### src/rtl/ntr_pkg.sv
// Shared definitions for the NTR reply path: opcodes, reply lengths,
// controller state encoding and the reply-source classification.
package ntr_pkg;

  localparam logic [7:0] OP_DUMMY  = 8'h9F;
  localparam logic [7:0] OP_HEADER = 8'h00;
  localparam logic [7:0] OP_CHIPID = 8'h90;
  localparam logic [7:0] OP_READ   = 8'hB7;

  localparam logic [13:0] LEN_DUMMY = 14'h2000;
  localparam logic [13:0] LEN_BLOCK = 14'h200;

  typedef enum logic [2:0] {
    ST_IDLE,
    ST_DECODE,
    ST_FETCH,
    ST_PRESENT,
    ST_DONE,
    ST_DRAIN
  } state_t;

  // Where reply bytes come from: nowhere, constant 0xFF, the ROM port, or CHIP_ID.
  typedef enum logic [1:0] {
    KIND_NONE,
    KIND_FILL,
    KIND_ROM,
    KIND_ID
  } kind_t;

  // Chip ID goes out least-significant byte first, repeating every four bytes.
  function automatic logic [7:0] chip_id_byte(input logic [31:0] id, input logic [1:0] sel);
    return id[{sel, 3'b000} +: 8];
  endfunction

endpackage

### src/rtl/ntr_cmd_decode.sv
// Combinational opcode decoder: classifies the captured command and yields
// the reply source, ROM base address and reply length.
module ntr_cmd_decode
  import ntr_pkg::*;
#(
  parameter int ADDR_W = 24
) (
  input  logic [63:0]       command,
  output logic [1:0]        kind,
  output logic [ADDR_W-1:0] base,
  output logic [13:0]       len
);

  logic [31:0] addr32;
  logic        unused_cmd_bits;

  // Address field of a data read; bits above ADDR_W are dropped.
  assign addr32          = command[55:24];
  assign unused_cmd_bits = ^{command[23:0], addr32};

  // Opcode lookup; unknown opcodes produce an empty reply.
  always_comb begin
    kind = KIND_NONE;
    base = '0;
    len  = '0;
    case (command[63:56])
      OP_DUMMY: begin
        kind = KIND_FILL;
        len  = LEN_DUMMY;
      end
      OP_HEADER: begin
        kind = KIND_ROM;
        len  = LEN_BLOCK;
      end
      OP_CHIPID: begin
        kind = KIND_ID;
        len  = LEN_BLOCK;
      end
      OP_READ: begin
        kind = KIND_ROM;
        base = addr32[ADDR_W-1:0];
        len  = LEN_BLOCK;
      end
      default: ;
    endcase
  end

endmodule

### src/rtl/ntr_responder.sv
// NTR reply stage: decodes the captured command, fetches reply bytes over the
// ROM req/ack port and steps them onto the bus on each ntr_clk rising edge.
module ntr_responder
  import ntr_pkg::*;
#(
  parameter logic [31:0] CHIP_ID = 32'hC20F_0000,
  parameter int          ADDR_W  = 24
) (
  input  logic              clk,
  input  logic              rst,
  input  logic              ntr_clk,
  input  logic              ntr_cs1,
  input  logic [63:0]       command,
  input  logic              ready,
  output logic [7:0]        ntr_data_out,
  output logic              ntr_data_oe,
  output logic              rom_req,
  output logic [ADDR_W-1:0] rom_addr,
  input  logic              rom_ack,
  input  logic [7:0]        rom_data,
  output logic              busy,
  output logic              underrun
);

  state_t            state_q, state_d;
  kind_t             kind_q, kind_d;
  logic              prev_q, prev_d;
  logic [13:0]       index_q, index_d;
  logic [13:0]       len_q, len_d;
  logic [ADDR_W-1:0] base_q, base_d;
  logic [7:0]        data_q, data_d;
  logic              underrun_q, underrun_d;

  logic [1:0]        dec_kind;
  logic [ADDR_W-1:0] dec_base;
  logic [13:0]       dec_len;
  logic              rise;
  logic [14:0]       idx_inc;

  ntr_cmd_decode #(.ADDR_W(ADDR_W)) u_decode (
    .command (command),
    .kind    (dec_kind),
    .base    (dec_base),
    .len     (dec_len)
  );

  // Edge detect, next index (one bit wider so the end-of-reply compare cannot wrap) and ROM address.
  assign rise     = ntr_clk & ~prev_q;
  assign prev_d   = ntr_clk;
  assign idx_inc  = {1'b0, index_q} + 15'd1;
  assign rom_addr = base_q + ADDR_W'(index_q);

  assign rom_req      = ((state_q == ST_FETCH) && (kind_q == KIND_ROM)) || (state_q == ST_DRAIN);
  assign ntr_data_oe  = (state_q == ST_FETCH) || (state_q == ST_PRESENT) || (state_q == ST_DONE);
  assign busy         = (state_q != ST_IDLE);
  assign ntr_data_out = data_q;
  assign underrun     = underrun_q;

  // Next-state logic; a pending ROM request is never abandoned on abort, it drains instead.
  always_comb begin
    state_d    = state_q;
    kind_d     = kind_q;
    index_d    = index_q;
    len_d      = len_q;
    base_d     = base_q;
    data_d     = data_q;
    underrun_d = underrun_q;
    case (state_q)
      ST_IDLE: begin
        if (ready && !ntr_cs1) state_d = ST_DECODE;
      end
      ST_DECODE: begin
        kind_d  = kind_t'(dec_kind);
        base_d  = dec_base;
        len_d   = dec_len;
        index_d = '0;
        data_d  = 8'hFF;
        if (ntr_cs1)             state_d = ST_IDLE;
        else if (dec_len == '0)  state_d = ST_DONE;
        else                     state_d = ST_FETCH;
      end
      ST_FETCH: begin
        // Host clocked before the byte was ready: flag it and move on to the next index.
        if (rise) begin
          underrun_d = 1'b1;
          index_d    = idx_inc[13:0];
        end
        if (kind_q == KIND_ROM) begin
          if (rom_ack) begin
            data_d  = rom_data;
            state_d = ntr_cs1 ? ST_IDLE : ST_PRESENT;
          end else if (ntr_cs1) begin
            state_d = ST_DRAIN;
          end
        end else begin
          data_d  = (kind_q == KIND_ID) ? chip_id_byte(CHIP_ID, index_q[1:0]) : 8'hFF;
          state_d = ntr_cs1 ? ST_IDLE : ST_PRESENT;
        end
      end
      ST_PRESENT: begin
        if (ntr_cs1) begin
          state_d = ST_IDLE;
        end else if (rise) begin
          index_d = idx_inc[13:0];
          if (idx_inc >= {1'b0, len_q}) begin
            state_d = ST_DONE;
            data_d  = 8'hFF;
          end else begin
            state_d = ST_FETCH;
          end
        end
      end
      ST_DONE: begin
        data_d = 8'hFF;
        if (ntr_cs1) state_d = ST_IDLE;
      end
      ST_DRAIN: begin
        if (rom_ack) state_d = ST_IDLE;
      end
      default: state_d = ST_IDLE;
    endcase
  end

  // State and datapath registers.
  always_ff @(posedge clk or posedge rst) begin
    if (rst) begin
      state_q    <= ST_IDLE;
      kind_q     <= KIND_NONE;
      prev_q     <= 1'b1;
      index_q    <= '0;
      len_q      <= '0;
      base_q     <= '0;
      data_q     <= 8'hFF;
      underrun_q <= 1'b0;
    end else begin
      state_q    <= state_d;
      kind_q     <= kind_d;
      prev_q     <= prev_d;
      index_q    <= index_d;
      len_q      <= len_d;
      base_q     <= base_d;
      data_q     <= data_d;
      underrun_q <= underrun_d;
    end
  end

endmodule

### config.mk
export PLATFORM = sky130hd
export DESIGN_NAME = ntr_responder
export DESIGN_NICKNAME = d
export VERILOG_FILES = /design/src/rtl/ntr_pkg.sv /design/src/rtl/ntr_cmd_decode.sv /design/src/rtl/ntr_responder.sv
export SDC_FILE = /design/constraint.sdc
export NUM_CORES = 1
export LEC_CHECK = 0
export ABC_AREA = 1
export CAP_MARGIN = 25
export CORE_AREA = 3 3 93 95
export DETAILED_ROUTE_END_ITERATION = 8
export DIE_AREA = 0 0 96 98
export GPL_ROUTABILITY_DRIVEN = 1
export PLACE_DENSITY = 0.8
export SYNTH_ARGS = -nofsm -noshare
export SYNTH_HDL_FRONTEND = slang
export SYNTH_SLANG_ARGS = --single-unit
### constraint.sdc
create_clock -name clk -period 2.9 [get_ports clk]
set_input_delay 0.725 -clock clk [delete_from_list [all_inputs] [get_ports clk]]
set_output_delay 0.725 -clock clk [all_outputs]
set_load 0.1 [all_outputs]
; ---- Word-level counts from Yosys, hierarchy flattened
; Cells that the tools add are included.
[totals]
n_memories = 0
reg_bits = 67
in_bits = 78
output_inout_bits = 36
word_cells = 78
latch_bits = 0
ram_bits = 0
rom_bits = 0
[op_classes]
n_eq_ne = 19
add_sub_neg = 2
shift = 1
n_lt_le_gt_ge = 1
muxes = 26
n_mul = 0
n_reduce_logical = 19
bitwise = 2
n_div = 0
[op_table]
columns = cell, count
row1 = $mux W8, 6
row2 = $pmux W14 S3, 1
row3 = $mux W3, 11
row4 = $shiftx A32 B6 Y8 const A, 1
row5 = $mux W14, 2
row6 = $pmux W14 S2, 1
row7 = $add A24 B14 Y24, 1
row8 = $eq A8 B8 Y1 const B, 3
row9 = $mux W24, 1
row10 = $pmux W8 S3, 1
row11 = $pmux W3 S6, 1
row12 = $add A14 B1 Y15 const B, 1
row13 = $ge A15 B14 Y1, 1
row14 = $logic_not A14 Y1, 1
row15 = $ne A2 B2 Y1 const B, 5
row16 = $reduce_and A5 Y1, 2
row17 = $reduce_bool A3 Y1, 3
row18 = $logic_not A8 Y1, 1
row19 = $eq A3 B2 Y1 const B, 2
row20 = $eq A3 B3 Y1 const B, 2
row21 = $ne A3 B3 Y1 const B, 2
row22 = $pmux W2 S3, 1
row23 = $eq A2 B2 Y1 const B, 2
row24 = $ne A4 B4 Y1 const B, 1
row25 = 12 further kinds, 17

; ---- Logic depth before layout (Yosys ltp)
; Gate-level depths: netlist of run 1.
[depth]
word_depth = 7
depth_mapped = 19

; ---- Modules after synthesis
; Synthesis of run 1 repeated with hierarchy kept, for this count alone.
[hier_totals]
hier_cells = 704
area_unflattened_um2 = 4913.5
[modules_own_cells]
columns = mod, instances, area_each_um2, seq_area_each_um2, cells_per_inst
row1 = ntr_responder, 1, 4429.2, 1687.9, 610
row2 = ntr_cmd_decode, 1, 484.2, 0.0, 94

; ---- Least setup slack after synthesis of run 1
; No wires, ideal clock.
[synth_path]
path_type = reg2out
startpoint = reg index_q[0]
endpoint = out rom_addr[12]
stages_incl_launch_ff = 12
t_arrival_ps = 3365
required_ps = 2175
setup_slack_ps = -1190
cell_sequence = dfrtp_1 ha_1 inv_1 fa_1 inv_1 nand3_1 nand2_1 inv_1 o21a_1 o21ai_0 a21oi_1 xnor2_1
[synth_between]
elab_chain_len = 1
[synth_lines]
columns = element, line
row1 = start: declaration, ntr_responder.sv:28  ; logic [13:0] index_q, index_d;
row2 = start signal: assignment, ntr_responder.sv:139  ; index_q <= index_d;
row3 = $add A24 B14 Y24, ntr_responder.sv:51  ; assign rom_addr = base_q + ADDR_W'(index_q);
row4 = end: declaration, ntr_responder.sv:18  ; output logic [ADDR_W-1:0] rom_addr,
; No other way between the ends.

; ---- Final worst setup path of run 1
[layout_path]
startpoint = reg index_q[0]
endpoint = out rom_addr[22]
; Same word-level chain as after synthesis.

==> results.md, run 1 <==
* Status: finished with violations
* Failing checks: setup timing
* Gr usage total at 27.7%
* Clock Sinks at 55
* Critical Path Fanout Max at 3
* Crit start category: flip-flop
* Crit-path max cell delay at 0.37 ns
* # IOs at 114
* Largest area contributor in the netlist: dfrtp_1
* Slew Limit Fails at 0
* Routed WL per cell at 19.1 um
* Number of max-cap violations at 0
* Synth cell types at 41
* Final instance area at 6430 um2
* Synth async-reset ratio at 100%
* Setup crit end kind: output port
* Global-route wire length before repair at 20700 um
* Placeable Area at 7810 um2
* Synthesized Nets at 623
* Synth warnings at 0
* Share of Yosys cell area claimed by the top area cell type at 30.3%
* Synth top cells by count: nand2_1 (156), inv_1 (60), dfrtp_1 (46)
* Pre-CTS WS at -0.192 ns
* Largest cells by area after synthesis: dfrtp_1 (30%), nand2_1 (15%), dfstp_2 (6.2%)
* First-pass DRT Iterations at 5
* CTS tree: built
* Worst EP required at 2.17 ns
* Routed vias/inst at 5.83
* Post-Syn Instances at 526
* Leak at 0.00287 uW
* Share of layout cells above drive strength 1 at 36.3%
* Port bufs at 81
* Diodes inserted at 0
* GPL Wtd Cong at 0.930
* Count leader, synth: nand2_1
* Worst setup path category: reg2out
* Slew margin rel. at 47.8%
* Placed Instances at 738
* Final Setup Violations at 28
* Worst hold slack at 0.472 ns
* PnR Total Power at 3060 uW
* Wirelength, routed at 14800 um
* Register area share after synthesis at 36.6%
* Fill count at 433
* Worst-Margin Slew at 0.778 ns
* Crit path DAT at 2.65 ns
* Nets at 769
* Fin. Hold Viols at 0
* Peak Freq at 0.296 GHz
* Initial DRC count at 407
* Worst clock skew at 0.0178 ns
* Remaining routing DRC violations at 0
* Most used cell, CP: inv_2
* Placed inst area at 5630 um2
* Worst Hold Class: reg2reg
* Hold-fix buffers, CTS at 0
* Post-synth design cell area at 3790 um2
* Crit-path cells: ha_2 > inv_2 > fa_2 > inv_2 > nand3_2 > nand2_2 > inv_2 > o21a_4 > o21ai_4 > nand2_4 > nor2_4 > nand2_4 > xor2_4 > buf_12
* RSZ-0062 raised after global routing: yes
* Slowest CP cell: fa_2
* Setup WS post-layout at -0.474 ns
* Pin count of the biggest net entering global routing at 33
* Root Driver: clkbuf_8
* Tmin final at 3.37 ns
* Die Y at 98 um
* Pwr dens at 476 nW/um2
* Chip Width at 96 um
* Gr ovfl total at 0
* Vias in the first global route at 4436
* Tcrit/Tclk final at 116%
* Core Rows at 32
* Final std cells w/o fill at 775
* CTS max path bufs at 2
* Die ar. at 9410 um2
* Antenna violations before repair at 0
* Dpl hpwl at 8930 um
* Synth Flop Type: dfrtp_1
* Num CTS Buffers at 5
* Syn Area/Cell at 7.21 um2
* Worst VDD drop at 0.000986 V
* Seq cells post-synth at 55
* Vias at 4518
* Synth-to-layout area growth at 69.4%
* Clock transition at path regs at 0.09 ns
* Number of H-tree levels at 2
* Later-pin clock latency in the skew report at 0.32 ns
* Initial Util at 48.6%
* Antenna Nets Post-Route at 0
* Post-synth EDFFs at 0
repair_timing:
action,4_1_cts,5_1_grt
gates resized for setup,51,53
cloned,0,1
hold endpoints to repair,0,0
setup buffers,17,18
pin swaps,15,31
endpoints found under the setup margin,18,29
worst paths after layout:
path | depth (start not counted) | slack, ns | from | endpoint
max | 14 | -0.47 | index_q[0] | rom_addr[22]
min | 2 | 0.47 | ntr_data_out[3] | ntr_data_out[3]
max reg2reg | 19 | -0.35 | index_q[4] | ntr_data_out[3]
min reg2reg | 2 | 0.47 | ntr_data_out[3] | ntr_data_out[3]
max in group asynchronous | 3 | 1.53 | rst | index_q[2]
min in group asynchronous | 2 | 0.77 | rst | base_q[5]
stage by stage:
stage | setup TNS [ns] | util (%)
after detailed placement | -0.460 | 72.2
after global placement | -0.250 | 72.2
final | -8.04 | 82.4
after global routing | -10.66 | 82.4
after CTS | -3.38 | 78.5
after floorplan | -3.93 | -
cell families (layout without fill, tap and decap cells):
kind of cell	after synthesis	count (layout)	share of synthesized area, %
compound gates	87	87	12.9
flops	55	55	36.6
buf+inv	72	218	7.22
simple gates	266	267	30.6
fa+ha+maj	19	19	6.46
xor+xnor	27	27	6.23
layout by cell type, fill, tap and decap left out, types with 5 or more instances in the layout:
cell type and n:
nand2_1 128, buf_4 64, inv_1 53, clkdlybuf4s50_1 45, dfrtp_1 42, nor2_1 33
o21ai_0 32, nand3_1 27, nand2_2 25, buf_12 25, o22ai_1 16, ha_4 13
buf_6 13, a21oi_1 12, xor2_4 12, dfstp_2 9, inv_2 8, nor2_2 7
nand4_1 7, nand2_4 7, nand3_2 7, clkbuf_8 7, nor2_4 5, nor3_1 5
worst max-delay path: cells and delay by family, from the launching register on:
kind / cells / cell delay (ns)
flip-flops: 1 / 0.36
AND/OR/NAND/NOR: 5 / 0.51
adder cells (fa/ha/maj): 2 / 0.56
AO/OA/AOI/OAI: 2 / 0.39
buffers and inverters: 4 / 0.34
XOR/XNOR: 1 / 0.17
sequential cells by signal, summed over array words and instances, names as in the netlist:
signal,flops
kind_q,2
prev_q,1
base_q,24
len_q,2
ntr_data_out,8
state_q,3
index_q,14
underrun,1
metal layers:
layer	GRT usage [%]	vias up	share of wire [%]
met5	0	-	0
met4	10.4	0	5.8
met3	4.55	100	7.6
met2	48.9	291	52
met1	33.1	2119	34
li1	-	2008	-
report_power, final:
group          internal, uW  switching, uW
sequential              895           76.7
clock                   218            273
combinational           403           1200
total                  1520           1550
area by class of cell:
type / count / area, um2 / area share [%]
inverters: 63 / 239 / 3.72
multi-input cells: 400 / 2990 / 46.5
repair buffers: 147 / 1580 / 24.5
clock buffers: 7 / 96.3 / 1.50
clock inverters: 1 / 7.51 / 0.117
flip-flops and latches: 55 / 1390 / 21.7
well taps: 102 / 128 / 1.98
Power figures use the tool's default switching activity.
==> run 2: changes to the inputs <==
--- a/config.mk
+++ b/config.mk
@@ -7,11 +7,11 @@
 export LEC_CHECK = 0
 export ABC_AREA = 1
 export CAP_MARGIN = 25
-export CORE_AREA = 3 3 93 95
+export CORE_AREA = 3 3 109 111
 export DETAILED_ROUTE_END_ITERATION = 8
-export DIE_AREA = 0 0 96 98
+export DIE_AREA = 0 0 112 114
 export GPL_ROUTABILITY_DRIVEN = 1
-export PLACE_DENSITY = 0.8
+export PLACE_DENSITY = 0.61
 export SYNTH_ARGS = -nofsm -noshare
 export SYNTH_HDL_FRONTEND = slang
 export SYNTH_SLANG_ARGS = --single-unit
==> results.md, run 2 (same netlist as run 1, synthesis figures left out) <==
* Slowest CP cell: dfrtp_1 (was fa_2)
* Commonest non-fill, non-tap cell in the layout: nand2_1 (unchanged)
* Worst Hold Class: reg2reg (unchanged)
* Most frequent cells in the layout: nand2_1 (135), buf_4 (57), inv_1 (50), clkdlybuf4s50_1 (45), dfrtp_1 (41) (was nand2_1 (128), buf_4 (64), inv_1 (53), clkdlybuf4s50_1 (45), dfrtp_1 (42))
* Later-pin clock latency in the skew report at 0.33 ns (was 0.32 ns)
* RSZ-0062 raised after global routing: yes (unchanged)
* Most used cell, CP: inv_2 (unchanged)
* Failing checks: setup timing (unchanged)
* Critical Path Fanout Max at 3 (unchanged)
* Worst clock skew at 0.0123 ns (was 0.0178 ns)
* Leak at 0.00285 uW (was 0.00287 uW)
* Slew margin rel. at 56.2% (was 47.8%)
* Number of H-tree levels at 2 (unchanged)
* Initial DRC count at 145 (was 407)
* Top delay family on crit path: adder cells (unchanged)
* Tmin final at 3.31 ns (was 3.37 ns)
* Placeable Area at 10900 um2 (was 7810 um2)
* Nets at 767 (was 769)
* Hold-fix buffers, CTS at 0 (unchanged)
* Worst VDD drop at 0.000788 V (was 0.000986 V)
* Worst-Margin Slew at 0.653 ns (was 0.778 ns)
* Status: finished with violations (unchanged)
* Antenna Nets Post-Route at 0 (unchanged)
* Chip Width at 112 um (was 96 um)
* Routed WL per cell at 14.8 um (was 19.1 um)
* Crit path DAT at 2.59 ns (was 2.65 ns)
* Initial Util at 34.9% (was 48.6%)
* Clock Sinks at 55 (unchanged)
* Wirelength, routed at 12000 um (was 14800 um)
* First-pass DRT Iterations at 6 (was 5)
* Remaining routing DRC violations at 0 (unchanged)
* Placed Instances at 778 (was 738)
* Share of layout cells above drive strength 1 at 35.2% (was 36.3%)
* Slew Limit Fails at 0 (unchanged)
* Routed vias/inst at 4.96 (was 5.83)
* Diodes inserted at 0 (unchanged)
* Pwr dens at 459 nW/um2 (was 476 nW/um2)
* CTS max path bufs at 2 (unchanged)
* GPL Wtd Cong at 0.875 (was 0.930)
* Gr usage total at 18.2% (was 27.7%)
* Crit-path max cell delay at 0.36 ns (was 0.37 ns)
* Setup crit end kind: output port (unchanged)
* Root Driver: clkbuf_8 (unchanged)
* Antenna violations before repair at 0 (unchanged)
* Port bufs at 81 (unchanged)
* # IOs at 114 (unchanged)
* Vias at 4025 (was 4518)
* Final std cells w/o fill at 811 (was 775)
* Die ar. at 12800 um2 (was 9410 um2)
* Die Y at 114 um (was 98 um)
* Number of max-cap violations at 0 (unchanged)
* Num CTS Buffers at 5 (unchanged)
* Worst hold slack at 0.464 ns (was 0.472 ns)
* Setup WS post-layout at -0.413 ns (was -0.474 ns)
* Dpl hpwl at 8870 um (was 8930 um)
* Fin. Hold Viols at 0 (unchanged)
* Core Rows at 38 (was 32)
* Clock transition at path regs at 0.10 ns (was 0.09 ns)
* Global-route wire length before repair at 19100 um (was 20700 um)
* Tcrit/Tclk final at 114% (was 116%)
* Max FFs per register at 24 (unchanged)
* Final Setup Violations at 16 (was 28)
* Worst EP required at 2.17 ns (about the same)
* Pin count of the biggest net entering global routing at 33 (unchanged)
* Vias in the first global route at 4033 (was 4436)
* Synth-to-layout area growth at 69.6% (was 69.4%)
* Crit start category: flip-flop (unchanged)
* Gr ovfl total at 0 (unchanged)
* Peak Freq at 0.302 GHz (was 0.296 GHz)
* Worst setup path category: reg2out (unchanged)
* CTS tree: built (unchanged)
* CP Buf/Inv Count at 5 (was 4)
* Most flop-heavy register: base_q (unchanged)
* Crit-path cells: ha_2 > inv_2 > fa_2 > inv_2 > nand3_2 > nand2_2 > inv_2 > o21a_4 > o21ai_4 > nand2_4 > nor2_4 > buf_12 > xor2_4 > buf_12 (was ha_2 > inv_2 > fa_2 > inv_2 > nand3_2 > nand2_2 > inv_2 > o21a_4 > o21ai_4 > nand2_4 > nor2_4 > nand2_4 > xor2_4 > buf_12)
-- run 2: cell types whose count changed in the layout (fill, tap and decap cells not counted), sizes merged --
| cell | before | now |
|---|---|---|
| clkinv | 1 | 2 |
| buf | 102 | 100 |
| clkbuf | 7 | 6 |
-- run 2: worst register-to-register path, stage by stage (launching register included) --
cell and delay (ns):
dfrtp_2 0.41, buf_6 0.11, buf_6 0.10, nand2_4 0.05, nor2_4 0.08, nand4_1 0.10, nor4_2 0.25, xor2_1 0.23
inv_1 0.10, ha_4 0.28, nand2_2 0.04, nor2_1 0.08, nand3_1 0.08, nor2_1 0.09, nand2_1 0.08, nor2_2 0.14
nand3_4 0.12, nand4_4 0.16, nand2_4 0.12, nand2_2 0.11, nand2_2 0.05
-- run 2: layout make-up --
cell class / instances / area, um2
clock inverters: 2 / 12.5
flip-flops and latches: 55 / 1390
well taps: 140 / 175
clock buffers: 6 / 72.6
repair buffers: 145 / 1580
fillers: 961 / 4450
inverters: 63 / 241
multi-input cells: 400 / 2960
-- run 2: worst paths after layout --
check,startpoint,endpoint,slack (ns),depth (start not counted)
worst max register to register,index_q[2],ntr_data_out[6],0.07,20
max in group asynchronous,rst,ntr_data_out[4],1.45,3
worst min-delay path,ntr_data_out[2],ntr_data_out[2],0.46,2
worst max-delay path,index_q[0],rom_addr[20],-0.41,14
worst min register to register,ntr_data_out[2],ntr_data_out[2],0.46,2
min in group asynchronous,rst,index_q[4],0.77,2
-- run 2: repair_timing --
item	4_1_cts	5_1_grt
gates cloned	0	1
buffers inserted	12	16
pin swaps	22	31
setup endpoints to repair	18	28
gates resized for setup	48	61
-- run 2: power breakdown --
part / leakage, uW / internal, uW / switching, uW / total, uW
Combinational: 0.00208 / 384 / 1170 / 1550
Sequential: 0.000723 / 895 / 71.0 / 966
Clock: 0.0000412 / 170 / 269 / 439
Total: 0.00285 / 1450 / 1510 / 2960
-- run 2: per-layer routing --
metal	wire length, um	vias to the layer above	GRT usage, %
li1	-	2011	-
met1	5000	1907	22.6
met2	6300	92	33.1
met3	487	15	2.97
met4	180	0	4.25
met5	0	-	0
-- run 2: stage by stage --
stage	TNS [ns]	instance area [um2]	power (uW)	setup WS (ns)	utilization (%)
after global placement	-0.297	5700	2480	-0.132	52.3
after floorplan	-3.93	4220	2100	-0.525	-
after detailed placement	-0.481	5700	2500	-0.170	52.3
after CTS	-4.15	6100	2950	-0.481	56.0
after global routing	-7.49	6440	3130	-0.559	59.1
final	-4.19	6440	2960	-0.413	59.1
==> run 3: changes to the inputs <==
--- a/config.mk
+++ b/config.mk
@@ -11,6 +11,7 @@
 export DETAILED_ROUTE_END_ITERATION = 8
 export DIE_AREA = 0 0 112 114
 export GPL_ROUTABILITY_DRIVEN = 1
+export GPL_TIMING_DRIVEN = 0
 export PLACE_DENSITY = 0.61
 export SYNTH_ARGS = -nofsm -noshare
 export SYNTH_HDL_FRONTEND = slang
==> results.md, run 3 (same netlist as run 1, synthesis figures left out) <==
* Vias in the first global route at 4169 (was 4033)
* Final Setup Violations at 27 (was 16)
* Worst setup path category: reg2out (unchanged)
* Crit start category: flip-flop (unchanged)
* # IOs at 114 (unchanged)
* Setup WS post-layout at -0.492 ns (was -0.413 ns)
* Root Driver: clkbuf_8 (unchanged)
* Tcrit/Tclk final at 117% (was 114%)
* Nets at 765 (was 767)
* Slew Limit Fails at 0 (unchanged)
* Fin. Hold Viols at 0 (unchanged)
* WHS Path Cells at 2 (unchanged)
* Tmin final at 3.39 ns (was 3.31 ns)
* Metal3 WL at 568 um (was 487 um)
* Critical Path Fanout Max at 3 (unchanged)
* Hold-fix buffers, CTS at 0 (unchanged)
* Worst Hold End: ntr_data_out[6] (was ntr_data_out[2])
* Pwr dens at 483 nW/um2 (was 459 nW/um2)
* Most flop-heavy register: base_q (unchanged)
* Commonest non-fill, non-tap cell in the layout: nand2_1 (unchanged)
* Placeable Area at 10900 um2 (unchanged)
* Synth-to-layout area growth at 67.0% (was 69.6%)
* Die Y at 114 um (unchanged)
* TNS Setup at -5.35 ns (was -4.19 ns)
* GPL Wtd Cong at 0.896 (was 0.875)
* Number of H-tree levels at 2 (unchanged)
* Worst EP required at 2.17 ns (about the same)
* Share of layout cells above drive strength 1 at 32.1% (was 35.2%)
* Gr usage total at 19.4% (was 18.2%)
* R2r worst-path depth at 21 (was 20)
* CP Buf/Inv Count at 5 (unchanged)
* CTS tree: built (unchanged)
* Reg-to-reg slack, setup at -0.05 ns (was 0.07 ns)
* Most frequent cells in the layout: nand2_1 (138), clkdlybuf4s50_1 (54), inv_1 (53), buf_4 (39), dfrtp_1 (37) (was nand2_1 (135), buf_4 (57), inv_1 (50), clkdlybuf4s50_1 (45), dfrtp_1 (41))
* Peak Freq at 0.295 GHz (was 0.302 GHz)
* Routed vias/inst at 4.98 (was 4.96)
* HP Start: ntr_data_out[6] (was ntr_data_out[2])
* Dpl hpwl at 8970 um (was 8870 um)
* Worst Hold Class: reg2reg (unchanged)
* Antenna Nets Post-Route at 0 (unchanged)
* Vias at 4031 (was 4025)
* Worst VDD drop at 0.000667 V (was 0.000788 V)
* Routed WL per cell at 15.2 um (was 14.8 um)
* Worst clock skew at 0.00830 ns (was 0.0123 ns)
* Number of max-cap violations at 0 (unchanged)
* Num CTS Buffers at 5 (unchanged)
* CTS max path bufs at 2 (unchanged)
* Slew margin rel. at 33.6% (was 56.2%)
* Max FFs per register at 24 (unchanged)
* First-pass DRT Iterations at 4 (was 6)
* Most used cell, CP: inv_2 (unchanged)
* Later-pin clock latency in the skew report at 0.32 ns (was 0.33 ns)
* Met1 WL at 5220 um (was 5000 um)
* Top delay family on crit path: adder cells (unchanged)
* Remaining routing DRC violations at 0 (unchanged)
* Failing checks: setup timing (unchanged)
* Leak at 0.00275 uW (was 0.00285 uW)
* Initial DRC count at 204 (was 145)
* Initial Util at 34.9% (unchanged)
* Reg-to-Reg Start: index_q[1] (was index_q[2])
* Die ar. at 12800 um2 (unchanged)
* Clock Sinks at 55 (unchanged)
* Pin count of the biggest net entering global routing at 38 (was 33)
* Slowest CP cell: dfrtp_1 (unchanged)
* Worst-Margin Slew at 0.993 ns (was 0.653 ns)
* Final core occ at 58.2% (was 59.1%)
* Port bufs at 81 (unchanged)
* Crit-path max cell delay at 0.41 ns (was 0.36 ns)
* DR WL met2 at 6360 um (was 6300 um)
* Crit-path cells: ha_2 > inv_2 > fa_2 > inv_2 > nand3_2 > nand2_2 > inv_2 > o21a_4 > o21ai_4 > nand2_4 > nor2_4 > buf_12 > xor2_4 > buf_12 (unchanged)
* Global-route wire length before repair at 20300 um (was 19100 um)
* Chip Width at 112 um (unchanged)
* Diodes inserted at 0 (unchanged)
* Crit path DAT at 2.67 ns (was 2.59 ns)
* Core Rows at 38 (unchanged)
* Top sig layer: met4 (unchanged)
* Setup crit end kind: output port (unchanged)
* Status: finished with violations (unchanged)
* RSZ-0062 raised after global routing: yes (unchanged)
* RR Endpoint: ntr_data_out[1] (was ntr_data_out[6])
* Antenna violations before repair at 0 (unchanged)
* Wirelength, routed at 12300 um (was 12000 um)
* Gr ovfl total at 0 (unchanged)
* Clock transition at path regs at 0.10 ns (about the same)
-- run 3: changes by cell type in the layout (fill, tap and decap cells not counted), moves of 4 or more --
cell,delta
buf_2,+4
buf_12,-7
dfrtp_1,-4
clkbuf_1,+5
dfrtp_2,+4
buf_4,-18
clkdlybuf4s50_1,+9
-- run 3: report_power, final --
part,internal [uW],leakage [uW],switching [uW],total (uW)
logic,402,0.00198,1210,1610
clock network,219,0.0000515,271,490
registers,894,0.000716,67.7,962
-- run 3: per-layer routing --
metal,global-route usage [%],up-vias
li1,-,1994
met2,34.8,110
met3,3.08,14
met5,0,-
met4,5.93,0
met1,24.1,1913
-- run 3: layout make-up --
class | instances | area, um2
timing repair buffer | 134 | 1440
sequential | 55 | 1400
multi-input combinational | 400 | 2940
tap | 140 | 175
clock buffer | 8 | 100
inverter | 63 | 239
fill | 998 | 4550
buffer | 9 | 37.5
-- run 3: how the worst max path moves through the flow --
stage / start / depth (start not counted) / to
floorplan: index_q[0] / 11 / rom_addr[12]
global placement: index_q[1] / 13 / rom_addr[22]
detailed placement: index_q[0] / 14 / rom_addr[22]
CTS: index_q[0] / 14 / rom_addr[22]
global route: index_q[0] / 14 / rom_addr[20]
finish: index_q[0] / 14 / rom_addr[20]
-- run 3: what timing repair did --
action | in CTS | in global routing
resized for setup | 244 | 38
pin swaps | 26 | 15
gates cloned | 0 | 1
buffers inserted | 39 | 15
setup endpoints to repair | 36 | 29
-- run 3: metrics by stage --
step,std cells,instance area (um2),total power [uW],hold slack [ns],setup slack [ns]
floorplan,526,4220,2100,0.456,-0.525
global placement,747,5210,2520,0.456,-1.42
detailed placement,748,5230,2540,0.455,-1.41
CTS,793,6050,3020,0.471,-0.518
global route,809,6340,3250,0.490,-0.620
finish,809,6340,3060,0.468,-0.492
-- run 3: worst min-delay path, cell delays in order, from the launching register on --
cell and delay [ns]:
dfstp_2 0.39, nand2_2 0.05, nand2_1 0.04
